===== config.mk =====
export PLATFORM = sky130hd
export DESIGN_NAME = tx_hamming_serial
export DESIGN_NICKNAME = d
export VERILOG_FILES = /design/src/rtl/hamming_pkg.sv /design/src/rtl/codificador_hamming_8_4.sv /design/src/rtl/tx_hamming_serial.sv
export SDC_FILE = /design/constraint.sdc
export NUM_CORES = 1
export LEC_CHECK = 0
export ABC_AREA = 1
export BUFFER_PORTS_ARGS = -buffer_cell sky130_fd_sc_hd__buf_2
export CORE_UTILIZATION = 56
export DETAILED_ROUTE_END_ITERATION = 8
export PLACE_DENSITY = 0.84
export SKIP_LAST_GASP = 1
export SLEW_MARGIN = 20
export SYNTH_ARGS = -nofsm -noshare
export SYNTH_HDL_FRONTEND = slang
export SYNTH_SLANG_ARGS = --single-unit

===== constraint.sdc =====
create_clock -name clk -period 1.7 [get_ports clk]
set_clock_uncertainty 0.05 [all_clocks]
set_input_delay 0.34 -clock clk [delete_from_list [all_inputs] [get_ports clk]]
set_output_delay 0.34 -clock clk [all_outputs]
set_load 0.02 [all_outputs]

===== src/rtl/hamming_pkg.sv =====
// Shared SECDED (8,4) definitions for the link's transmit and receive sides.
// Latency: n/a (types, constants and a combinational helper only).
// Backpressure: n/a.
//
// Contents: FSM state type for the serial transmitter, codeword bit
// positions (bit index equals Hamming position, overall parity at 0) and
// the encoder function used by both the transmitter and syndrome checker.
package hamming_pkg;

    typedef enum logic [1:0] {
        IDLE  = 2'd0,
        START = 2'd1,
        DATA  = 2'd2,
        STOP  = 2'd3
    } tx_estado_t;

    localparam int POS_P0 = 0;
    localparam int POS_P1 = 1;
    localparam int POS_P2 = 2;
    localparam int POS_D0 = 3;
    localparam int POS_P4 = 4;
    localparam int POS_D1 = 5;
    localparam int POS_D2 = 6;
    localparam int POS_D3 = 7;

    // Nibble {d3,d2,d1,d0} -> codeword with even overall parity in bit 0.
    function automatic logic [7:0] hamming_encode(input logic [3:0] d);
        logic [7:0] cw;
        cw         = '0;
        cw[POS_D0] = d[0];
        cw[POS_D1] = d[1];
        cw[POS_D2] = d[2];
        cw[POS_D3] = d[3];
        cw[POS_P1] = d[0] ^ d[1] ^ d[3];
        cw[POS_P2] = d[0] ^ d[2] ^ d[3];
        cw[POS_P4] = d[1] ^ d[2] ^ d[3];
        // Overall parity covers everything else, so it is computed last.
        cw[POS_P0] = ^cw[7:1];
        return cw;
    endfunction

endpackage


===== src/rtl/codificador_hamming_8_4.sv =====
// Combinational Hamming SECDED (8,4) encoder.
// Latency: 0 cycles (pure combinational).
// Backpressure: none; output follows input.
//
// Ports:
//   i_dato    [3:0]  data nibble {d3,d2,d1,d0}
//   o_palabra [7:0]  codeword, bit index = Hamming position, bit 0 = overall parity
module codificador_hamming_8_4
    import hamming_pkg::*;
(
    input  logic [3:0] i_dato,
    output logic [7:0] o_palabra
);

    assign o_palabra = hamming_encode(i_dato);

endmodule


===== src/rtl/tx_hamming_serial.sv =====
// Encodes a nibble to a SECDED byte, applies an error mask and shifts it out UART-style.
// Latency: line goes low (start bit) the cycle after acceptance; a frame is 10*CLKS_PER_BIT cycles.
// Backpressure: listo_o is high only while idle; nibbles offered while busy are ignored.
//
// Ports:
//   clk, rst_n      clock (rising edge) and synchronous active-low reset
//   dato_i/valido_i nibble input and its valid; accepted when valido_i && listo_o
//   listo_o         ready, high only in IDLE
//   error_mask_i    bits flipped in the codeword, sampled at acceptance
//   palabra_o       masked codeword of the last accepted transfer
//   tx_o            serial line (idle high, start 0, 8 data bits LSB-first, stop 1)
//   ocupado_o       frame in progress
//   fin_o           one-cycle pulse on the last cycle of the stop bit
module tx_hamming_serial
    import hamming_pkg::*;
#(
    parameter int CLKS_PER_BIT = 16
) (
    input  logic       clk,
    input  logic       rst_n,
    input  logic [3:0] dato_i,
    input  logic       valido_i,
    output logic       listo_o,
    input  logic [7:0] error_mask_i,
    output logic [7:0] palabra_o,
    output logic       tx_o,
    output logic       ocupado_o,
    output logic       fin_o
);

    localparam int BW = (CLKS_PER_BIT > 1) ? $clog2(CLKS_PER_BIT) : 1;
    localparam logic [BW-1:0] BAUD_LAST = BW'(CLKS_PER_BIT - 1);
    localparam logic [BW-1:0] BAUD_PRE  = BW'(CLKS_PER_BIT - 2);

    tx_estado_t    r_estado;
    logic [BW-1:0] r_baud;
    logic [2:0]    r_bit;
    logic [7:0]    r_shift;
    logic [7:0]    r_palabra;
    logic          r_tx;
    logic          r_listo;
    logic          r_ocupado;
    logic          r_fin;

    logic [7:0]    w_cw;
    logic [7:0]    w_tx_word;
    logic          w_accept;
    logic          w_baud_last;

    codificador_hamming_8_4 u_codificador (
        .i_dato    (dato_i),
        .o_palabra (w_cw)
    );

    assign w_tx_word   = w_cw ^ error_mask_i;
    assign w_accept    = valido_i && r_listo;
    assign w_baud_last = (r_baud == BAUD_LAST);

    always_ff @(posedge clk) begin
        if (!rst_n) begin
            r_estado  <= IDLE;
            r_baud    <= '0;
            r_bit     <= '0;
            r_shift   <= '0;
            r_palabra <= '0;
            r_tx      <= 1'b1;
            r_listo   <= 1'b1;
            r_ocupado <= 1'b0;
            r_fin     <= 1'b0;
        end else begin
            case (r_estado)
                IDLE: begin
                    if (w_accept) begin
                        r_estado  <= START;
                        r_palabra <= w_tx_word;
                        r_shift   <= w_tx_word;
                        r_baud    <= '0;
                        r_bit     <= '0;
                        r_tx      <= 1'b0;
                        r_listo   <= 1'b0;
                        r_ocupado <= 1'b1;
                    end
                end

                START: begin
                    if (w_baud_last) begin
                        r_baud   <= '0;
                        r_estado <= DATA;
                        r_tx     <= r_shift[0];
                        r_shift  <= {1'b0, r_shift[7:1]};
                    end else begin
                        r_baud <= r_baud + 1'b1;
                    end
                end

                DATA: begin
                    if (w_baud_last) begin
                        r_baud <= '0;
                        if (r_bit == 3'd7) begin
                            r_estado <= STOP;
                            r_tx     <= 1'b1;
                        end else begin
                            r_bit   <= r_bit + 3'd1;
                            r_tx    <= r_shift[0];
                            r_shift <= {1'b0, r_shift[7:1]};
                        end
                    end else begin
                        r_baud <= r_baud + 1'b1;
                    end
                end

                STOP: begin
                    if (w_baud_last) begin
                        r_baud    <= '0;
                        r_bit     <= '0;
                        r_estado  <= IDLE;
                        r_tx      <= 1'b1;
                        r_listo   <= 1'b1;
                        r_ocupado <= 1'b0;
                        r_fin     <= 1'b0;
                    end else begin
                        r_baud <= r_baud + 1'b1;
                        // Registered one cycle early so the pulse lands on the final stop cycle.
                        r_fin  <= (r_baud == BAUD_PRE);
                    end
                end

                default: begin
                    r_estado <= IDLE;
                end
            endcase
        end
    end

    assign listo_o   = r_listo;
    assign palabra_o = r_palabra;
    assign tx_o      = r_tx;
    assign ocupado_o = r_ocupado;
    assign fin_o     = r_fin;

endmodule


After elaboration in Yosys (flattened, before gate mapping)
Cells that the tools add are included.
Widths: inputs -> output; s select.
{"block": "totals", "ff_bits": 29, "latchBits": 0, "ram_bits": 0, "mem_bits_ro": 0, "memories": 0}
{"block": "classes", "muxes": 30, "n_reduce_logical": 13, "n_mul": 0, "div": 0, "add_sub_neg": 2, "shifts": 0, "eq_ne": 12, "order_cmp": 0, "n_bitwise": 7}
{"operator": "$mux 8", "count": 4}
{"operator": "$pmux 8 s3", "count": 1}
{"operator": "$reduce_and 5->1", "count": 3}
{"operator": "$mux 3", "count": 4}
{"operator": "$ne 2x2->1 const B", "count": 6}
{"operator": "$mux 2", "count": 5}
{"operator": "$pmux 3 s3", "count": 1}
{"operator": "$eq 4x4->1 const B", "count": 2}
{"operator": "$mux 1", "count": 8}
{"operator": "$mux 4", "count": 2}
{"operator": "$pmux 2 s4", "count": 1}
{"operator": "$pmux 4 s2", "count": 1}
{"operator": "$xor 8x8->8", "count": 1}
{"operator": "$reduce_xor 7->1", "count": 1}
{"operator": "$reduce_bool 3->1", "count": 2}
{"operator": "$xor 1x1->1", "count": 6}
{"operator": "$add 4x1->4 const B", "count": 1}
{"operator": "$eq 2x2->1 const B", "count": 2}
{"operator": "$pmux 1 s2", "count": 2}
{"operator": "$pmux 1 s4", "count": 1}
{"operator": "$reduce_and 4->1", "count": 1}
{"operator": "$add 3x1->3 const B", "count": 1}
{"operator": "$eq 3x3->1 const B", "count": 1}
{"operator": "$reduce_and 3->1", "count": 1}
{"operator": "other kinds (6)", "count": 6}

Logic depth before layout (Yosys ltp)
Gate-level depths: netlist of run 1.
{"block": "depth", "word_depth": 6, "mapped_depth": 10, "depth_no_buf": 10}

Cells and area by module
From an unflattened synthesis of run 1, not the netlist that was laid out.
{"block": "hier_totals", "cells_unflattened": 263, "hier_area_um2": 1742.9}
{"module": "tx_hamming_serial", "cells_each": 233, "area_each_um2": 1607.8, "instances": 1}
{"module": "codificador_hamming_8_4", "cells_each": 30, "area_each_um2": 135.1, "instances": 1}

Worst setup path after synthesis of run 1
No wires, ideal clock.
{"block": "synth_timing", "path_kind": "reg-to-reg", "from": "register r_estado[0]", "to": "register r_shift[3]", "n_path_buf": 1, "setup_ns": 0.112, "setup_slack_ns": 0.190, "stages_incl_launch_ff": 8, "arrival_ns": 1.348, "path_cell_list": "dfxtp_1 -> inv_1 -> ha_1 -> inv_1 -> clkbuf_1 -> o21ai_0 -> nor2_1 -> nor2_1"}
{"block": "synth_between", "elab_chain_cells": 3, "word_cells_on_any_way": 10, "cone_classes": "6 x eq/ne; 1 x mux; 3 x reduce/logical"}
{"element": "start, declared", "line_no": "tx_hamming_serial.sv:35", "source": "tx_estado_t r_estado;"}
{"element": "start signal, assigned", "line_no": "tx_hamming_serial.sv:61", "source": "r_estado <= IDLE;"}
{"element": "start signal, assigned", "line_no": "tx_hamming_serial.sv:74", "source": "r_estado <= START;"}
{"element": "start signal, assigned", "line_no": "tx_hamming_serial.sv:88", "source": "r_estado <= DATA;"}
{"element": "$eq 2x2->1, or another cell as far along", "line_no": "tx_hamming_serial.sv:71", "source": "case (r_estado)"}
{"element": "$ne 2x2->1 (no line) or $reduce_bool 3->1 (tied branches)"}
{"element": "$reduce_and 5->1 (no line)"}
{"element": "end signal, assigned", "line_no": "tx_hamming_serial.sv:76", "source": "r_shift <= w_tx_word;"}
{"element": "end signal, assigned", "line_no": "tx_hamming_serial.sv:90", "source": "r_shift <= {1'b0, r_shift[7:1]};"}
{"element": "end signal, assigned", "line_no": "tx_hamming_serial.sv:105", "source": "r_shift <= {1'b0, r_shift[7:1]};"}
{"element": "end, declared", "line_no": "tx_hamming_serial.sv:38", "source": "logic [7:0] r_shift;"}
Several ways; a longest one is shown, not always the timed one.
A chain may end at the register's enable or synchronous reset.

Final worst setup path of run 1
{"block": "layout_timing", "from": "register r_estado[0]", "to": "register r_palabra[4], in the netlist palabra_o[4]"}
{"block": "layout_between", "elab_chain_cells": 2}
{"element": "$logic_not 2->1", "line_no": "tx_hamming_serial.sv:71"}
{"element": "$reduce_and 2->1 (no line)"}
{"element": "end signal, assigned", "line_no": "tx_hamming_serial.sv:75", "source": "r_palabra <= w_tx_word;"}
{"element": "end, declared", "line_no": "tx_hamming_serial.sv:39", "source": "logic [7:0] r_palabra;"}
No other way between the ends.

==> qor.yml, run 1 <==
synth_top_area_share_pct: 32.9
n_fill_cell: 279
fmax_mhz: 629
post_layout_nonfiller_instances: 355
worstPathRequired_ps: 1880
crit_fanout: 10
multi_input_area_sq_um: 1010
yosys_warnings: 0
synthesis.instances: 278
cts.sinks: 29
path_cells: "inv_1, ha_1, inv_1, nor2_4, inv_1, o21ai_0, inv_1"
grt_pass1_wl_mm: 5.98
worst-r2r-setup-slack_ps: 110
final_common_cell: "nand2_1"
finalMaxSlewViolations: 0
via_per_inst: 4.82
cts_tree: "built"
grt_pass1_vias: 1453
setup.worst_path.start_class: "flip-flop"
end_kind: "flip-flop"
gp_congestion: 0.802
drc: 0
wire_per_inst_um: 10.1
cpMostUsedCell: "inv_1"
seq_area_sq_um: 581
yosys.area.top_type: "dfxtp_1"
hold_violations: 0
clk_pin_slew_worst_paths_ps: 90
setup_viol: 0
fin_crit_sh_pct: 93.5
grtUsageTotal_pct: 23.1
start_util_pct: 58.3
hold_start: "error_mask_i[7]"
htreeDepth: 2
arrival_ps: 1770
netlist-cell-type-count: 26
dp_cells: 346
final_cell_mix: "nand2_1, inv_1, nor2_1, dfxtp_1, buf_2"
design.die.area_sq_um: 3380
firstDrtPassIters: 4
tns_ps: 0
numCtsBuffers: 5
cts_setup_buffers: 0
critPathLaunch: "r_estado[0]"
p_leak_uw: 0.00115
power_density_nw_per_um2: 1490
route.vias.total: 1710
dp_hpwl_mm: 2.61
ioPinCount: 27
critPathMaxStageDelay_ps: 350
nets: 334
timing.rr.start: "r_estado[0]"
drtIter0Drc: 142
rsz0062_at_grt: "yes"
diodes: 0
antenna_found_initial: 0
path_class: "flip-flop to flip-flop"
period_needed_ps: 1590
ys_ff_latch: 29
synth_nets: 302
grt_max_degree: 21
total_power_uw: 3060
ys_top_cells_by_area: "dfxtp_1, nand2_1, inv_1"
irDropWorstVdd_uv: 829
die_w_um: 58.2
max_cap_violations: 0
slowest_stage: "dfxtp_1"
portBuffers: 26
layout-drive-gt1-share_pct: 17.0
root_buffer: "clkbuf_4"
gr-total-overflow: 0
yosysSeqAreaShare_pct: 32.9
synth.avg_cell_area_sq_um: 6.36
area_growth_pct: 15.9
clkLatencyLatePin_ps: 330
wl_mm: 3.58
status: "finished clean"
worstMarginPinSlew_ps: 250
hold_buffers: 0
core.rowCount: 20
cts_buffer_depth: 2
hold_class: "primary input to flip-flop"
drt.antenna.violating_nets: 0
maxSlewHeadroom_pct: 83.2
ctsResizeCount: 0
core-area_sq_um: 3030
synth_area_sq_um: 1770
dieHeight_um: 58.2
[sequential cells by signal, summed over array words and instances (netlist names)]
register and flops:
fin_o 1, listo_o 1, ocupado_o 1, palabra_o 8
r_baud 4, r_bit 3, r_estado 2, r_shift 8
tx_o 1
[kinds of logic (layout without fill, tap and decap cells)]
family | count (synthesis) | in the layout | synth area share [%]
buffers and inverters | 51 | 83 | 11.5
XOR/XNOR | 6 | 6 | 2.97
flip-flops | 29 | 29 | 32.9
AO/OA/AOI/OAI | 35 | 35 | 11.0
AND/OR/NAND/NOR | 148 | 149 | 35.3
adder cells (fa/ha/maj) | 9 | 9 | 6.37
[routing by layer]
layer	vias to the layer above	part of all wire, %	global-route usage, %
met5	-	0	0
met4	0	1.3	8.16
met3	6	5.2	6.92
met2	42	43	36.1
met1	749	50	30.1
li1	913	-	-
[through the flow]
stage	hold slack, ps	utilization (%)	area, sq um	worst slack, ps
2_1_floorplan	395	-	1770	190
3_3_place_gp	391	64.4	1950	93.1
3_5_place_dp	404	64.4	1950	27.9
4_1_cts	278	66.7	2020	12.3
5_1_grt	294	67.6	2050	-17.0
6_report	289	67.6	2050	110
[path summary, 6_finish.rpt]
path	endpoint	cells past startpoint
worst max-delay path	palabra_o[4]	7
worst min-delay path	palabra_o[7]	4
worst max register to register	palabra_o[4]	7
worst min register to register	fin_o	2
[synth_stat cells]
master,count
buf_6,1
o21a_1,2
clkbuf_1,2
a21oi_2,1
nand3_1,6
buf_2,4
nand3_4,2
xor2_1,4
nand2_1,90
clkinv_1,1
o21ai_0,12
inv_2,1
ha_1,9
inv_1,42
xnor2_1,2
a21oi_1,15
nand2_4,1
nand2_2,4
a211oi_1,1
o21bai_1,2
nor2_1,39
dfxtp_1,29
o21ai_1,1
o211ai_1,1
nand4_1,4
nor2_2,2
[power breakdown]
group	switching (uW)	leakage, uW	internal [uW]
clock network	245	0.0000413	239
registers	107	0.000239	880
logic	1020	0.000865	561
total	1380	0.00115	1680
[area by class of cell]
cell class | count | area share (%)
Timing Repair Buffer | 31 | 8.19
Tap cell | 44 | 2.69
Multi-Input combinational cell | 199 | 49.3
Clock buffer | 7 | 3.18
Sequential cell | 29 | 28.3
Clock inverter | 1 | 0.244
Inverter | 44 | 8.06
[critical path: cells and delay by family (launching register included)]
kind	cells	cell delay [ps]
fa+ha+maj	1	200
compound gates	1	220
flops	1	350
simple gates	1	230
buf+inv	4	450
Note: power is estimated with default switching activity, not from simulation.
==> inputs of run 2 (changes only) <==
Settings changed: ABC_AREA 1 to default, SYNTH_HIERARCHICAL from default to 1.
==> run 2 against run 1 <==
The run now ends with design-rule violations left. Via count is 19% lower. Critical path depth down 2. Non-clock buffer count grew 7. Flip-flop and latch count unchanged. Clock-buffer cell count rose by 1. Sequential power about the same. Cell count decreased by 32%. Largest cell class unchanged. Largest power group unchanged.
==> qor.yml, run 2 <==
status: "finished with violations"
failed_checks: "design-rule violations"
crit_family: "simple AND/OR/NAND/NOR gates"
portBuffers: 26
synth_adder_area_share_pct: 6.59
nets: 232
worstPathRequired_ps: 1910
final_cell_mix: "dfxtp_1, buf_2, nor2_1, a211oi_1, buf_4"
cp.buffers_inverters: 0
clk_pin_slew_worst_paths_ps: 100
path_cells: "ha_1, ha_2, nand2b_4, or4_1, o211ai_1"
synth.most_common_cell: "dfxtp_1"
via_per_inst: 5.80
power_density_nw_per_um2: 1640
finalMaxSlewViolations: 0
die_w_um: 57.2
arrival_ps: 1860
hold_ws_ps: 300
cts_buffer_depth: 2
synth_compound_area_share_pct: 16.5
final_common_cell: "dfxtp_1"
drc: 2
core-area_sq_um: 2830
route.vias.total: 1392
synth_top_area_share_pct: 34.0
wl_mm: 3.59
yosys_warnings: 6
critPathMaxStageDelay_ps: 500
seq_area_sq_um: 583
multi_input_area_sq_um: 1100
numCtsBuffers: 5
total_power_uw: 3300
ioPinCount: 27
grtUsageTotal_pct: 23.5
yosys.area.top_type: "dfxtp_1"
start_util_pct: 60.4
post_layout_nonfiller_instances: 240
synth_nets: 199
netlist-cell-type-count: 43
ys_ff_latch: 29
fmax_mhz: 608
dieHeight_um: 57.2
synthFlopType: "dfxtp_1"
synth_top_family_by_area: "simple AND/OR/NAND/NOR gates"
hold_start: "error_mask_i[7]"
fin_crit_sh_pct: 96.7
post-place-ws_ps: -44.9
irDropWorstVdd_uv: 897
crit_fanout: 5
gp_congestion: 0.855
dpl_cell_area_sq_um: 1890
p_leak_uw: 0.000846
r2r_end: "r_bit[2]"
worstMarginPinSlew_ps: 368
maxSlewHeadroom_pct: 75.4
synthSimpleGateAreaFrac_pct: 20.1
fin_area_sq_um: 2020
max_cap_violations: 0
synthXorXnorAreaFrac_pct: 10.1
design.die.area_sq_um: 3270
n_fill_cell: 213
hold_violations: 0
drt.antenna.violating_nets: 0
whs_endpoint: "r_shift[7]"
cts.sinks: 29
timing.rr.start: "r_bit[0]"
clkLatencyLatePin_ps: 330
dp_cells: 231
gr-total-overflow: 0
drtIter0Drc: 67
path_class: "flip-flop to flip-flop"
grt_max_degree: 22
slowest_stage: "or4_1"
setup_viol: 0
synth_commonest_cells: "dfxtp_1, a211oi_1, nor2_1"
wire_per_inst_um: 14.9
grt_pass1_vias: 1396
synth_edf_count: 0
hold_class: "primary input to flip-flop"
grt_pass1_wl_mm: 5.88
antenna_found_initial: 0
worst-r2r-setup-slack_ps: 60
area_growth_pct: 18.2
layout-drive-gt1-share_pct: 34.0
diodes: 0
min_path_cells: 4
firstDrtPassIters: 6
cts_tree: "built"
synth.avg_cell_area_sq_um: 9.76
ys_top_cells_by_area: "dfxtp_1, ha_1, a211oi_1"
root_buffer: "clkbuf_4"
synthesis.instances: 175
end_kind: "flip-flop"
dp_hpwl_mm: 2.51
htreeDepth: 2
setup.worst_path.start_class: "flip-flop"
reg2regPathDepth: 5
period_needed_ps: 1640
synth_area_sq_um: 1710
setup_ws_ps: 56.5
async_reset_ff_share_pct: 0
core.rowCount: 19
synth_mux_area_share_pct: 7.47
yosysSeqAreaShare_pct: 34.0
## run 2: changes by cell type after synthesis, moves of 6 or more
cell,before,now
a211oi_1,1,14
and2_1,0,6
nand2_1,90,10
inv_1,42,5
a21oi_1,15,4
nor2b_1,0,8
mux2i_1,0,6
nor2_1,39,12
mux2_2,0,6
o211ai_1,1,7
o21ai_0,12,2
## run 2: cell type report
class / count / area share (%)
Clock buffer: 8 / 2.42
Inverter: 5 / 0.929
Multi-Input combinational cell: 129 / 54.3
Sequential cell: 29 / 28.9
Tap cell: 31 / 1.92
Timing Repair Buffer: 38 / 11.5
## run 2: how the worst max path moves through the flow
stage,startpoint,to,slack [ps],depth (start not counted)
final,r_bit[0],r_bit[2],60,5
after CTS,r_bit[0],r_bit[2],-50,5
after global routing,r_estado[0],r_estado[1],-20,6
after floorplan,r_bit[0],r_bit[1],80,5
after detailed placement,r_bit[0],r_bit[2],-40,5
after global placement,dato_i[2],r_shift[4],-10,5
## run 2: cell families after synthesis
| logic type | Yosys count |
|---|---|
| flops | 29 |
| xor+xnor | 12 |
| buf+inv | 17 |
| simple gates | 60 |
| fa+ha+maj | 9 |
| compound gates | 36 |
| mux | 12 |
## run 2: layer usage
metal  GRT usage, %  share of wire, %  up-vias
met5              0                 0        -
met4           9.76               1.5        0
met3           6.35               4.5        6
met2           41.0                50       38
met1           27.1                44      651
li1               -                 -      697
## run 2: worst min-delay path, stage by stage
cell,delay (ps)
buf_2,80
xor2_1,80
nand3_1,80
mux2i_1,60
## run 2: where the power goes
group	internal, uW	switching [uW]	total, uW	leakage [uW]
Combinational	939	970	1910	0.000580
Sequential	864	121	985	0.000239
Clock	165	245	409	0.0000265
Total	1970	1340	3300	0.000846
## run 2: timing repair
action | in CTS | in global routing
endpoints found under the setup margin | 12 | 15
hold buffers | 0 | 0
pin swaps | 1 | 0
setup buffers | 1 | 0
gates resized for setup | 3 | 13
## run 2: stage by stage
step | TNS, ps | utilization, %
after floorplan | 0 | -
after global placement | -17.6 | 66.8
after detailed placement | -192 | 66.8
after CTS | -123 | 69.7
after global routing | -16.5 | 71.4
final | 0 | 71.4
==> inputs of run 3 (changes only) <==
Settings changed: BUFFER_PORTS_ARGS -buffer_cell sky130_fd_sc_hd__buf_2 to default, CORE_UTILIZATION 56 to 59, DONT_BUFFER_PORTS from default to 1, PLACE_DENSITY 0.84 to 0.8, RECOVER_POWER from default to 100.
==> run 3 against run 2 <==
The run now ends clean. First-iteration DRC count down 22%. Cell count down 11%. Via count down 4.4%. Sequential power up 12%. Clock-buffer cell count down 2. Final area down 7.4%. Routed wire length up 0.45%. Power down 5.9%. Largest power group unchanged. Highest routed layer unchanged.
==> qor.yml, run 3 (synthesis gave the netlist of run 2 again) <==
status: "finished clean"
die_w_um: 55.8
gr-total-overflow: 0
dp_hpwl_mm: 2.49
cts.sinks: 29
via_per_inst: 6.22
portBuffers: 0
hold_violations: 0
setup_viol: 0
antenna_found_initial: 0
final_cell_mix: "dfxtp_1, a211oi_1, nor2_1, buf_4, nand2_1"
finalMaxSlewViolations: 0
worstPathRequired_ps: 1900
max_cap_violations: 0
post-place-ws_ps: -64.6
maxSlewHeadroom_pct: 73.7
worstMarginPinSlew_ps: 393
cts_tree: "built"
p_leak_uw: 0.000732
core-area_sq_um: 2760
drt.antenna.violating_nets: 0
fin_util_pct: 67.8
design.die.area_sq_um: 3110
fmax_mhz: 597
worst-r2r-setup-slack_ps: 20
area_growth_pct: 9.45
cts_buffer_depth: 2
tns_ps: 0
setup.worst_path.start_class: "flip-flop"
numCtsBuffers: 5
irDropWorstVdd_uv: 1240
clkLatencyLatePin_ps: 330
arrival_ps: 1880
start_util_pct: 61.9
fin_crit_sh_pct: 98.6
drtIter0Drc: 52
gp_congestion: 0.789
power_density_nw_per_um2: 1660
setup_ws_ps: 24.1
ioPinCount: 27
wl_mm: 3.60
firstDrtPassIters: 4
dieHeight_um: 55.8
route.vias.total: 1331
root_buffer: "clkbuf_4"
clk_pin_slew_worst_paths_ps: 100
grtUsageTotal_pct: 25.2
end_kind: "flip-flop"
grt_max_degree: 25
grt_pass1_vias: 1347
nets: 206
diodes: 0
core.rowCount: 19
hold_class: "primary input to flip-flop"
path_class: "flip-flop to flip-flop"
period_needed_ps: 1680
n_fill_cell: 233
crit_fanout: 6
final_common_cell: "dfxtp_1"
drc: 0
htreeDepth: 2
wire_per_inst_um: 16.8
layout-drive-gt1-share_pct: 24.0
grt_pass1_wl_mm: 6.05
rsz0062_at_grt: "yes"
run 3: cell types whose count changed in the layout (fill, tap and decap cells not counted), sizes merged:
cell | before | now
clkbuf | 8 | 7
buf | 38 | 11
clkinv | 0 | 2
run 3: path summary, 6_finish.rpt:
path	endpoint	cells past startpoint	from
hold reg to reg	r_shift[7]	2	r_shift[7]
setup reg to reg	r_bit[1]	5	r_bit[0]
hold / removal	r_estado[1]	2	rst_n
setup / recovery	r_bit[1]	5	r_bit[0]
run 3: worst max-delay path, stage by stage, from the launching register on:
cell,delay [ps]
dfxtp_2,350
ha_1,200
ha_2,190
nand2b_4,170
or4_1,520
o211ai_1,120
run 3: stage by stage:
step	total power [uW]	instance area, sq um	std cells	hold slack, ps
floorplan	2170	1710	175	383
global placement	2440	1750	204	390
detailed placement	2500	1750	204	399
CTS	2950	1820	212	91.7
global route	3280	1870	214	73.0
finish	3110	1870	214	90.0
run 3: layout make-up:
type                            instances  area (sq um)  share of cell area, %
Inverter                                5          18.8                   1.00
Multi-Input combinational cell        129          1090                   58.2
Clock inverter                          2          10.0                  0.535
Tap cell                               31          38.8                   2.07
Timing Repair Buffer                   12          86.3                   4.62
Clock buffer                            6          41.3                   2.21
Sequential cell                        29           587                   31.4
run 3: power by group:
group | internal [uW] | switching [uW] | leakage (uW)
clock network | 157 | 251 | 0.0000320
registers | 869 | 226 | 0.000240
logic | 797 | 808 | 0.000460
run 3: routing by layer:
| layer | vias to the layer above | track usage [%] | routed length (um) |
|---|---|---|---|
| li1 | 644 | - | - |
| met1 | 632 | 28.3 | 1430 |
| met2 | 46 | 44.9 | 1880 |
| met3 | 9 | 8.14 | 236 |
| met4 | 0 | 7.86 | 59 |
| met5 | - | 0 | 0 |
run 3: repair_timing:
| item | CTS | global route |
|---|---|---|
| gates resized for setup | 5 | 10 |
| endpoints found under the setup margin | 10 | 18 |
| buffers inserted | 0 | 2 |
| hold buffers | 0 | 0 |
| pin swaps | 0 | 1 |
